--- src/rtl/wb_cmd_initiator.sv ---
// Wishbone classic initiator: one bus cycle per valid/ready command, read data or
// timeout error returned on a valid/ready response port.
module wb_cmd_initiator #(
  parameter int unsigned TIMEOUT   = 255,
  parameter int unsigned ERR_CNT_W = 8
) (
  input  logic                 clk,
  input  logic                 rst_n,
  input  logic                 cmd_valid,
  output logic                 cmd_ready,
  input  logic                 cmd_we,
  input  logic [31:0]          cmd_adr,
  input  logic [31:0]          cmd_dat,
  input  logic [3:0]           cmd_sel,
  output logic                 rsp_valid,
  input  logic                 rsp_ready,
  output logic [31:0]          rsp_dat,
  output logic                 rsp_err,
  output logic                 wbm_cyc_o,
  output logic                 wbm_stb_o,
  output logic                 wbm_we_o,
  output logic [3:0]           wbm_sel_o,
  output logic [31:0]          wbm_adr_o,
  output logic [31:0]          wbm_dat_o,
  input  logic                 wbm_ack_i,
  input  logic [31:0]          wbm_dat_i,
  output logic                 busy,
  output logic [ERR_CNT_W-1:0] err_cnt
);

  localparam int unsigned    CNT_W   = 16;
  localparam bit             TO_EN   = (TIMEOUT != 0);
  localparam logic [CNT_W-1:0] TO_LAST = CNT_W'(TIMEOUT - 1);

  typedef enum logic [1:0] {S_IDLE, S_BUS, S_RESP} state_e;

  state_e               state_q, state_d;
  logic                 cmd_ready_q, cmd_ready_d;
  logic                 busy_q, busy_d;
  logic                 rsp_valid_q, rsp_valid_d;
  logic [31:0]          rsp_dat_q, rsp_dat_d;
  logic                 rsp_err_q, rsp_err_d;
  logic                 cyc_q, cyc_d;
  logic                 stb_q, stb_d;
  logic                 we_q, we_d;
  logic [3:0]           sel_q, sel_d;
  logic [31:0]          adr_q, adr_d;
  logic [31:0]          dat_q, dat_d;
  logic [CNT_W-1:0]     cnt_q, cnt_d;
  logic [ERR_CNT_W-1:0] err_cnt_q, err_cnt_d;

  // Next-state and next-output logic
  always_comb begin
    state_d     = state_q;
    rsp_valid_d = rsp_valid_q;
    rsp_dat_d   = rsp_dat_q;
    rsp_err_d   = rsp_err_q;
    cyc_d       = cyc_q;
    stb_d       = stb_q;
    we_d        = we_q;
    sel_d       = sel_q;
    adr_d       = adr_q;
    dat_d       = dat_q;
    cnt_d       = cnt_q;
    err_cnt_d   = err_cnt_q;

    case (state_q)
      S_IDLE: begin
        if (cmd_valid) begin
          we_d    = cmd_we;
          adr_d   = cmd_adr;
          dat_d   = cmd_dat;
          sel_d   = cmd_sel;
          cyc_d   = 1'b1;
          stb_d   = 1'b1;
          cnt_d   = '0;
          state_d = S_BUS;
        end
      end
      S_BUS: begin
        // ACK takes priority over a coincident timeout
        if (wbm_ack_i) begin
          rsp_dat_d   = we_q ? 32'h0 : wbm_dat_i;
          rsp_err_d   = 1'b0;
          cyc_d       = 1'b0;
          stb_d       = 1'b0;
          rsp_valid_d = 1'b1;
          state_d     = S_RESP;
        end else if (TO_EN && (cnt_q == TO_LAST)) begin
          rsp_dat_d   = 32'h0;
          rsp_err_d   = 1'b1;
          cyc_d       = 1'b0;
          stb_d       = 1'b0;
          rsp_valid_d = 1'b1;
          if (err_cnt_q != '1) err_cnt_d = err_cnt_q + ERR_CNT_W'(1);
          state_d     = S_RESP;
        end else begin
          cnt_d = cnt_q + CNT_W'(1);
        end
      end
      S_RESP: begin
        if (rsp_ready) begin
          rsp_valid_d = 1'b0;
          state_d     = S_IDLE;
        end
      end
      default: state_d = S_IDLE;
    endcase

    cmd_ready_d = (state_d == S_IDLE);
    busy_d      = (state_d != S_IDLE);
  end

  always_ff @(posedge clk) begin
    if (!rst_n) begin
      state_q     <= S_IDLE;
      cmd_ready_q <= 1'b1;
      busy_q      <= 1'b0;
      rsp_valid_q <= 1'b0;
      rsp_dat_q   <= '0;
      rsp_err_q   <= 1'b0;
      cyc_q       <= 1'b0;
      stb_q       <= 1'b0;
      we_q        <= 1'b0;
      sel_q       <= '0;
      adr_q       <= '0;
      dat_q       <= '0;
      cnt_q       <= '0;
      err_cnt_q   <= '0;
    end else begin
      state_q     <= state_d;
      cmd_ready_q <= cmd_ready_d;
      busy_q      <= busy_d;
      rsp_valid_q <= rsp_valid_d;
      rsp_dat_q   <= rsp_dat_d;
      rsp_err_q   <= rsp_err_d;
      cyc_q       <= cyc_d;
      stb_q       <= stb_d;
      we_q        <= we_d;
      sel_q       <= sel_d;
      adr_q       <= adr_d;
      dat_q       <= dat_d;
      cnt_q       <= cnt_d;
      err_cnt_q   <= err_cnt_d;
    end
  end

  assign cmd_ready = cmd_ready_q;
  assign busy      = busy_q;
  assign rsp_valid = rsp_valid_q;
  assign rsp_dat   = rsp_dat_q;
  assign rsp_err   = rsp_err_q;
  assign wbm_cyc_o = cyc_q;
  assign wbm_stb_o = stb_q;
  assign wbm_we_o  = we_q;
  assign wbm_sel_o = sel_q;
  assign wbm_adr_o = adr_q;
  assign wbm_dat_o = dat_q;
  assign err_cnt   = err_cnt_q;

endmodule

--- config.mk ---
export PLATFORM = sky130hd
export DESIGN_NAME = wb_cmd_initiator
export DESIGN_NICKNAME = d
export VERILOG_FILES = /design/src/rtl/wb_cmd_initiator.sv
export SDC_FILE = /design/constraint.sdc
export NUM_CORES = 1
export LEC_CHECK = 0
export BUFFER_PORTS_ARGS = -buffer_cell sky130_fd_sc_hd__buf_4
export CAP_MARGIN = 10
export CORE_ASPECT_RATIO = 1.1
export CORE_MARGIN = 2
export CORE_UTILIZATION = 50
export CTS_CLUSTER_DIAMETER = 100
export DETAILED_ROUTE_END_ITERATION = 8
export PLACE_DENSITY = 0.91
export SLEW_MARGIN = 20
export SYNTH_ARGS = -nofsm -noshare
export SYNTH_HDL_FRONTEND = slang
export SYNTH_SLANG_ARGS = --single-unit
--- constraint.sdc ---
create_clock -name clk -period 5 [get_ports clk]
set_input_delay 1.25 -clock clk [delete_from_list [all_inputs] [get_ports clk]]
set_output_delay 1.25 -clock clk [all_outputs]
set_load 0.02 [all_outputs]
==> results.json, run 1 <==
{
  "setup_violations": 0,
  "gp_congestion": 0.858,
  "critPathLaunchType": "primary input",
  "slew_viol_final": 0,
  "async_flop_share_pct": 0,
  "numPortBuffers": 220,
  "period_needed_ns": 2.91,
  "place.detailed.hpwl_mm": 9.90,
  "via_per_inst": 5.54,
  "synth.net_count": 675,
  "seq_area_frac_synth_pct": 53.7,
  "crit_path_end_kind": "flop",
  "synth_area_per_cell_um2": 8.69,
  "synth.ff_latch_count": 132,
  "ant_nets": 0,
  "fmax_ghz": 0.343,
  "fillerInstances": 651,
  "clkTransAtPathRegs_ns": 0.06,
  "rsz0062_at_grt": "no",
  "fin_nets": 875,
  "cts_buffers": 17,
  "diodes": 0,
  "maxCapViolCount": 0,
  "clock_skew_ns": 0.0134,
  "wl_per_cell_um": 16.5,
  "finalCritPeriodShare_pct": 58.3,
  "ctsRootBufferMaster": "clkbuf_8",
  "rows": 37,
  "required_ns": 5.44,
  "path_cells": "buf_4 > or3b_1 > or3_1 > nor4_1 > mux2i_1",
  "status": "finished clean",
  "drtIter0Drc": 286,
  "dieWidth_um": 98.6,
  "mostFrequentLayoutCell": "buf_4",
  "powerDensity_nw_per_um2": 380,
  "netlist_area_um2": 4920,
  "insertion_delay_ns": 0.52,
  "grt_pass1_vias": 4760,
  "first_pass_iters": 6,
  "final-hold-violation-count": 0,
  "drt-total-wl_mm": 14.8,
  "ys_warn_count": 0,
  "cts_buffer_depth": 2,
  "hold_buffers": 0,
  "overflow": 0,
  "grt_max_degree": 80,
  "ys.flop_type": "dfxtp_1",
  "relSlewSlack_pct": 45.5,
  "fp.dieH_um": 108,
  "drc_errors": 0,
  "antenna_found_initial": 0,
  "core_area_um2": 9440,
  "fin_util_pct": 76.1,
  "cts_tree": "done",
  "die-area_um2": 10600,
  "io_pins": 221,
  "post_cts_buffers": 0,
  "via_count": 4949,
  "slowest_stage": "or3b_1",
  "cts_resized": 0,
  "cts.sinks": 132,
  "area_growth_pct": 46.1,
  "cp_top_family": "simple AND/OR/NAND/NOR gates",
  "cp_num_buf_inv": 1,
  "netlist_instances": 566,
  "critPathKind": "in2reg",
  "grt_use_total_pct": 26.9,
  "cp_max_fo": 19,
  "synth_edf_count": 0,
  "worst_slew_pin_slew_ns": 0.817,
  "final.setup.tns_ns": 0,
  "layout-drive-gt1-share_pct": 33.4,
  "p_leak_nw": 3.12,
  "arrival_ns": 3.35,
  "floorplan.initialDensity_pct": 52.1,
  "slowest_delay_ns": 0.61,
  "mostFrequentLayoutCells": "buf_4, nand2_1, dfxtp_1, a21oi_1, a22o_1",
  "synth_cell_types": 42,
  "cts_htree_levels": 4,
  "hold_path_class": "reg2reg",
  "vdd_drop_max_uv": 222,
  "grt_pass1_wl_mm": 23.0
}
-- worst register-to-register path, delay by kind of cell (launching register included) --
kind | cells | cell delay, ns
AND/OR/NAND/NOR | 3 | 1.73
flip-flops | 1 | 0.50
multiplexers | 1 | 0.26
-- final cells by class --
class,instances,area (um2),area share [%]
sequential,132,2640,36.8
multi-input combinational,383,2090,29.1
timing repair buffer,225,1690,23.6
clock buffer,19,442,6.15
clock inverter,10,149,2.07
tap,117,146,2.04
inverter,7,26.3,0.366
-- per-layer routing --
layer  vias up  track usage [%]  routed length (um)
met1      2335             29.5                5410
met4         0             12.6                 507
met2       215             47.3                7730
met3        34             8.92                1110
li1       2365                -                   -
met5         -                0                   0
-- worst paths after layout --
kind / startpoint / end / slack (ns) / cells past startpoint
min reg2reg: wbm_adr_o[1]$_SDFFE_PN0P_ / wbm_adr_o[1]$_SDFFE_PN0P_ / 0.45 / 2
max reg2reg: state_q[0]$_SDFF_PN0_ / err_cnt[4]$_SDFFE_PN0P_ / 2.44 / 4
min: wbm_adr_o[1]$_SDFFE_PN0P_ / wbm_adr_o[1]$_SDFFE_PN0P_ / 0.45 / 2
max: wbm_ack_i / err_cnt[4]$_SDFFE_PN0P_ / 2.09 / 5
-- cells by family after synthesis --
group / share of synthesized area [%]
AND/OR/NAND/NOR: 21.1
AO/OA/AOI/OAI: 18.7
flip-flops: 53.7
buffers and inverters: 4.32
multiplexers: 1.22
adder cells (fa/ha/maj): 0.763
XOR/XNOR: 0.178
-- flip-flops by register name, indices dropped and copies added, names as in the netlist --
name,count
busy,1
cmd_ready,1
cnt_q,16
err_cnt,8
rsp_dat,32
rsp_err,1
rsp_valid,1
state_q,2
wbm_adr_o,32
wbm_dat_o,32
wbm_sel_o,4
wbm_stb_o,1
wbm_we_o,1
-- metrics by stage --
stage	hold slack (ns)	setup WS (ns)	area (um2)	power, mW	cells
after floorplan	0.452	2.13	4920	1.33	566
after global routing	0.472	2.09	7190	2.82	893
after global placement	0.442	1.72	6590	1.50	863
final	0.453	2.09	7190	2.73	893
after detailed placement	0.447	1.68	6590	1.51	863
after CTS	0.455	2.19	7180	2.75	892
-- power breakdown --
group	total [mW]	leakage (nW)	switching (mW)	internal, mW
registers	1.14	1.08	0.0323	1.11
clock network	1.24	0.283	0.457	0.784
logic	0.353	1.76	0.195	0.158
total	2.73	3.12	0.685	2.05
-- cells in the mapped netlist, types with 5 or more instances --
master | instances | area [um2]
nand2_1 | 155 | 582
dfxtp_1 | 132 | 2640
a21oi_1 | 87 | 435
clkbuf_1 | 39 | 146
a22o_1 | 32 | 280
o21ai_0 | 9 | 45.0
o31ai_1 | 9 | 67.6
or3_1 | 9 | 56.3
or4_1 | 8 | 60.1
inv_1 | 6 | 22.5
mux2i_1 | 6 | 60.1
nand2b_1 | 6 | 37.5
nand3_1 | 6 | 30.0
nand4_1 | 6 | 37.5
nor2_1 | 5 | 18.8
nor3_1 | 5 | 25.0
nor4_1 | 5 | 31.3
No activity file was read; power rests on OpenSTA's default activity.
==> run 2, diff against run 1 <==
--- a/config.mk
+++ b/config.mk
@@ -9,10 +9,10 @@
 export CAP_MARGIN = 10
 export CORE_ASPECT_RATIO = 1.1
 export CORE_MARGIN = 2
-export CORE_UTILIZATION = 50
+export CORE_UTILIZATION = 42
 export CTS_CLUSTER_DIAMETER = 100
 export DETAILED_ROUTE_END_ITERATION = 8
-export PLACE_DENSITY = 0.91
+export PLACE_DENSITY = 0.82
 export SLEW_MARGIN = 20
 export SYNTH_ARGS = -nofsm -noshare
 export SYNTH_HDL_FRONTEND = slang
==> constraint.sdc (replaced) <==
create_clock -name clk -period 2.6 [get_ports clk]
set_input_delay 0.65 -clock clk [delete_from_list [all_inputs] [get_ports clk]]
set_output_delay 0.65 -clock clk [all_outputs]
set_load 0.02 [all_outputs]
==> results.json, run 2 (synthesis gave the netlist of run 1 again) <==
{
  "status": "finished clean",
  "worst_slew_pin_slew_ns": 0.820,
  "first_pass_iters": 4,
  "io_pins": 221,
  "drt-total-wl_mm": 14.1,
  "relSlewSlack_pct": 45.3,
  "maxCapViolCount": 0,
  "finalCritPeriodShare_pct": 84.4,
  "whs_path_depth": 2,
  "mostFrequentLayoutCell": "buf_4",
  "final-hold-violation-count": 0,
  "final.setup.tns_ns": 0,
  "dieWidth_um": 107,
  "cts.sinks": 132,
  "critPathKind": "reg2reg",
  "cts_resized": 0,
  "hold_path_class": "reg2reg",
  "mostFrequentLayoutCells": "buf_4, nand2_1, dfxtp_1, a21oi_1, a22o_1",
  "arrival_ns": 2.53,
  "place.detailed.hpwl_mm": 10.0,
  "insertion_delay_ns": 0.41,
  "floorplan.initialDensity_pct": 43.0,
  "die-area_um2": 12600,
  "clock_skew_ns": 0.00885,
  "ctsRootBufferMaster": "clkbuf_16",
  "grt_pass1_vias": 4747,
  "required_ns": 2.93,
  "hp-start": "wbm_dat_o[6]$_SDFFE_PN0P_",
  "rsz0062_at_grt": "no",
  "grt_use_total_pct": 22.3,
  "fin_util_pct": 63.2,
  "layout-drive-gt1-share_pct": 33.8,
  "setup_violations": 0,
  "overflow": 0,
  "core_area_um2": 11400,
  "hold_path_end": "wbm_dat_o[6]$_SDFFE_PN0P_",
  "drtIter0Drc": 252,
  "fp.dieH_um": 118,
  "clkTransAtPathRegs_ns": 0.06,
  "powerDensity_nw_per_um2": 707,
  "fin_nets": 878,
  "grt_pass1_wl_mm": 22.7,
  "antenna_found_initial": 0,
  "slew_viol_final": 0,
  "dp_slack_ns": 0.138,
  "wl_per_cell_um": 15.2,
  "p_total_mw": 5.11,
  "r2r-end": "err_cnt[0]$_SDFFE_PN0P_",
  "p_leak_nw": 3.11,
  "gp_congestion": 0.829,
  "cts_buffer_depth": 2,
  "critPathLaunchType": "flop",
  "drc_errors": 0,
  "period_needed_ns": 2.19,
  "via_count": 4862,
  "fin_ws_ns": 0.406,
  "reg2reg_depth": 4,
  "vdd_drop_max_uv": 394,
  "area_growth_pct": 47.0,
  "fmax_ghz": 0.456,
  "rows": 41,
  "holdWs_ns": 0.454,
  "hold_buffers": 0,
  "rrSetupSlack_ns": 0.41,
  "cts_buffers": 17,
  "diodes": 0,
  "cp_max_fo": 11,
  "grt_max_degree": 80,
  "numPortBuffers": 220,
  "cts_htree_levels": 4,
  "cts_tree": "done",
  "crit_path_end_kind": "flop",
  "timing.rr.start": "state_q[0]$_SDFF_PN0_",
  "ant_nets": 0,
  "via_per_inst": 5.22,
  "post_cts_buffers": 0
}
## run 2: cell types whose count changed in the layout (fill, tap and decap cells not counted), moves of 2 or more
cell        change
clkbuf_8        -3
bufinv_16       -2
buf_4           +2
clkinv_2        +3
clkinv_4        -2
clkinvlp_4      +3
## run 2: report_power, final
part	internal, mW	switching, mW	total, mW
Combinational	0.310	0.372	0.682
Clock	1.33	0.915	2.24
Sequential	2.13	0.0615	2.19
## run 2: worst max-delay path by stage
stage	start	endpoint	slack (ns)	depth (start not counted)
finish	state_q[0]$_SDFF_PN0_	err_cnt[0]$_SDFFE_PN0P_	0.41	4
global route	state_q[0]$_SDFF_PN0_	err_cnt[0]$_SDFFE_PN0P_	0.29	4
CTS	cnt_q[0]$_SDFFE_PN0P_	rsp_dat[6]$_SDFFE_PN0P_	0.14	6
detailed placement	wbm_ack_i	err_cnt[0]$_SDFFE_PN0P_	0.14	5
global placement	wbm_ack_i	err_cnt[0]$_SDFFE_PN0P_	0.17	5
floorplan	wbm_ack_i	err_cnt[0]$_SDFFE_PN0P_	0.33	6
## run 2: per-layer routing
| metal | up-vias | track usage (%) | routed length [um] |
|---|---|---|---|
| li1 | 2377 | - | - |
| met1 | 2296 | 24.5 | 5500 |
| met2 | 162 | 39.1 | 7390 |
| met3 | 27 | 7.31 | 966 |
| met4 | 0 | 8.85 | 287 |
| met5 | - | 0 | 0 |
## run 2: area by class of cell
type	instances	area, um2
Inverter	7	26.3
Tap cell	150	188
Fill cell	934	4210
Timing Repair Buffer	228	1730
Clock buffer	18	429
Clock inverter	14	129
Sequential cell	132	2640
Multi-Input combinational cell	383	2090
## run 2: critical path, stage by stage, from the launching register on
cell	delay, ns
dfxtp_1	0.50
or3b_1	0.45
or3_1	0.48
or4_1	0.55
a21oi_1	0.15
## run 2: metrics by stage
| step | cells | instance area, um2 |
|---|---|---|
| global route | 932 | 7230 |
| detailed placement | 899 | 6660 |
| CTS | 931 | 7220 |
| global placement | 899 | 6660 |
| floorplan | 566 | 4920 |
| finish | 932 | 7230 |
==> run 3, diff against run 2 <==
==> constraint.sdc (replaced) <==
create_clock -name clk -period 1.8 [get_ports clk]
set_input_delay 0.45 -clock clk [delete_from_list [all_inputs] [get_ports clk]]
set_output_delay 0.45 -clock clk [all_outputs]
set_load 0.02 [all_outputs]
==> results.json, run 3 (synthesis gave the netlist of run 1 again) <==
{
  "fp.dieH_um": 118,
  "layout-drive-gt1-share_pct": 39.4,
  "worst_slew_pin_slew_ns": 0.544,
  "rows": 41,
  "first_pass_iters": 5,
  "via_per_inst": 5.26,
  "finalCritPeriodShare_pct": 105,
  "switching_share_pct": 26.1,
  "grt_max_degree": 74,
  "mostFrequentLayoutCells": "buf_4, nand2_1, dfxtp_1, a21oi_1, a22o_1",
  "crit_path_end_kind": "flop",
  "whs_path_depth": 2,
  "vdd_drop_max_uv": 559,
  "slowest_stage": "or4_4",
  "hp-start": "wbm_dat_i[10]",
  "pwr-share-clk_pct": 44.7,
  "area_growth_pct": 56.2,
  "fin_ws_ns": -0.0831,
  "grt_pass1_vias": 4951,
  "clock_skew_ns": 0.00726,
  "grt_pass1_wl_mm": 23.0,
  "comb_power_share_pct": 13.9,
  "status": "finished, violations left",
  "gp_congestion": 0.834,
  "fin_nets": 910,
  "cts.sinks": 132,
  "fmax_ghz": 0.531,
  "cts_htree_levels": 4,
  "p_sw_mw": 1.99,
  "numPortBuffers": 220,
  "fin_util_pct": 67.2,
  "p_leak_nw": 3.34,
  "path_cells": "or3b_4 > or3_4 > or4_4 > a21oi_2",
  "critPathKind": "reg2reg",
  "drt-total-wl_mm": 14.6,
  "cp_max_fo": 8,
  "insertion_delay_ns": 0.41,
  "r2r-end": "err_cnt[0]$_SDFFE_PN0P_",
  "wl_per_cell_um": 15.2,
  "io_pins": 221,
  "violations": "negative setup slack",
  "grt_use_total_pct": 22.6,
  "antenna_found_initial": 0,
  "hold_path_class": "in2reg",
  "slew_viol_final": 0,
  "hold_path_end": "rsp_dat[10]$_SDFFE_PN0P_",
  "relSlewSlack_pct": 63.7,
  "powerDensity_nw_per_um2": 990,
  "maxCapViolCount": 0,
  "slowest_delay_ns": 0.51,
  "reg2reg_depth": 4,
  "rrSetupSlack_ns": -0.08,
  "p_seq_share_pct": 41.5,
  "die-area_um2": 12600,
  "mostFrequentLayoutCell": "buf_4",
  "period_needed_ns": 1.88,
  "drtIter0Drc": 300,
  "cts_tree": "done",
  "clkTransAtPathRegs_ns": 0.06,
  "ant_nets": 0,
  "timing.rr.start": "state_q[0]$_SDFF_PN0_",
  "diodes": 0,
  "dieWidth_um": 107,
  "drc_errors": 0,
  "final-hold-violation-count": 0,
  "core_area_um2": 11400,
  "overflow": 0,
  "ctsRootBufferMaster": "clkbuf_16",
  "rsz0062_at_grt": "yes",
  "required_ns": 2.15,
  "p_total_mw": 7.61,
  "critPathLaunchType": "flop",
  "power.internal_mw": 5.62,
  "place.detailed.hpwl_mm": 10.2,
  "floorplan.initialDensity_pct": 43.0,
  "arrival_ns": 2.23,
  "cts_buffers": 17,
  "cts_buffer_depth": 2,
  "setup_violations": 12,
  "via_count": 5072
}
## run 3: cell types whose count changed in the layout (fill, tap and decap cells not counted), sizes merged
cell,previous run,this run
clkbuf,18,20
bufinv,1,2
clkinvlp,5,2
inv,12,11
clkinv,3,6
buf,228,258
## run 3: worst max-delay path, delay by kind of cell, from the launching register on
kind             cells  cell delay (ns)
AO/OA/AOI/OAI        1             0.13
flip-flops           1             0.34
AND/OR/NAND/NOR      3             1.36
## run 3: worst max-delay path by stage
stage | start | slack, ns | to
after floorplan | wbm_ack_i | -0.26 | err_cnt[0]$_SDFFE_PN0P_
after global placement | wbm_ack_i | -0.29 | err_cnt[0]$_SDFFE_PN0P_
after detailed placement | wbm_ack_i | -0.34 | cnt_q[11]$_SDFFE_PN0P_
after CTS | state_q[0]$_SDFF_PN0_ | -0.06 | cnt_q[14]$_SDFFE_PN0P_
after global routing | cnt_q[10]$_SDFFE_PN0P_ | -0.15 | err_cnt[0]$_SDFFE_PN0P_
final | state_q[0]$_SDFF_PN0_ | -0.08 | err_cnt[0]$_SDFFE_PN0P_
## run 3: final cells by class
| type | instances | area [um2] |
|---|---|---|
| Clock buffer | 18 | 429 |
| Clock inverter | 14 | 151 |
| Fill cell | 879 | 3750 |
| Inverter | 7 | 26.3 |
| Multi-Input combinational cell | 383 | 2190 |
| Sequential cell | 132 | 2650 |
| Tap cell | 150 | 188 |
| Timing Repair Buffer | 260 | 2050 |
## run 3: power by group through the flow
stage / clock network, mW / registers (mW) / logic [mW]
floorplan: 0 / 3.38 / 0.335
global placement: 0 / 3.21 / 0.988
detailed placement: 0 / 3.21 / 1.01
CTS: 3.45 / 3.15 / 1.02
global route: 3.62 / 3.17 / 1.13
finish: 3.40 / 3.15 / 1.05
## run 3: repair_timing
action / CTS / global route
pin swaps: 7 / 14
setup endpoints to repair: 50 / 53
buffers inserted: 1 / 1
resized for setup: 14 / 24
hold buffers: 0 / 0
gates cloned: 0 / 2
## run 3: routing by layer
| layer | wire length [um] | up-vias | global-route usage (%) | share of wire (%) |
|---|---|---|---|---|
| met5 | 0 | - | 0 | 0 |
| met4 | 306 | 0 | 10.5 | 2.1 |
| li1 | - | 2455 | - | - |
| met3 | 1210 | 24 | 7.31 | 8.3 |
| met2 | 7560 | 221 | 37.7 | 52 |
| met1 | 5540 | 2372 | 26.0 | 38 |
## run 3: stage by stage
step	hold slack, ns	setup slack (ns)	area [um2]	setup TNS (ns)	std cells
floorplan	0.452	-0.259	4970	-1.86	566
global placement	0.442	-0.292	6890	-4.32	928
detailed placement	0.447	-0.339	6890	-5.32	928
CTS	0.231	-0.0638	7530	-0.198	961
global route	0.241	-0.145	7680	-2.11	964
finish	0.249	-0.0831	7680	-0.467	964
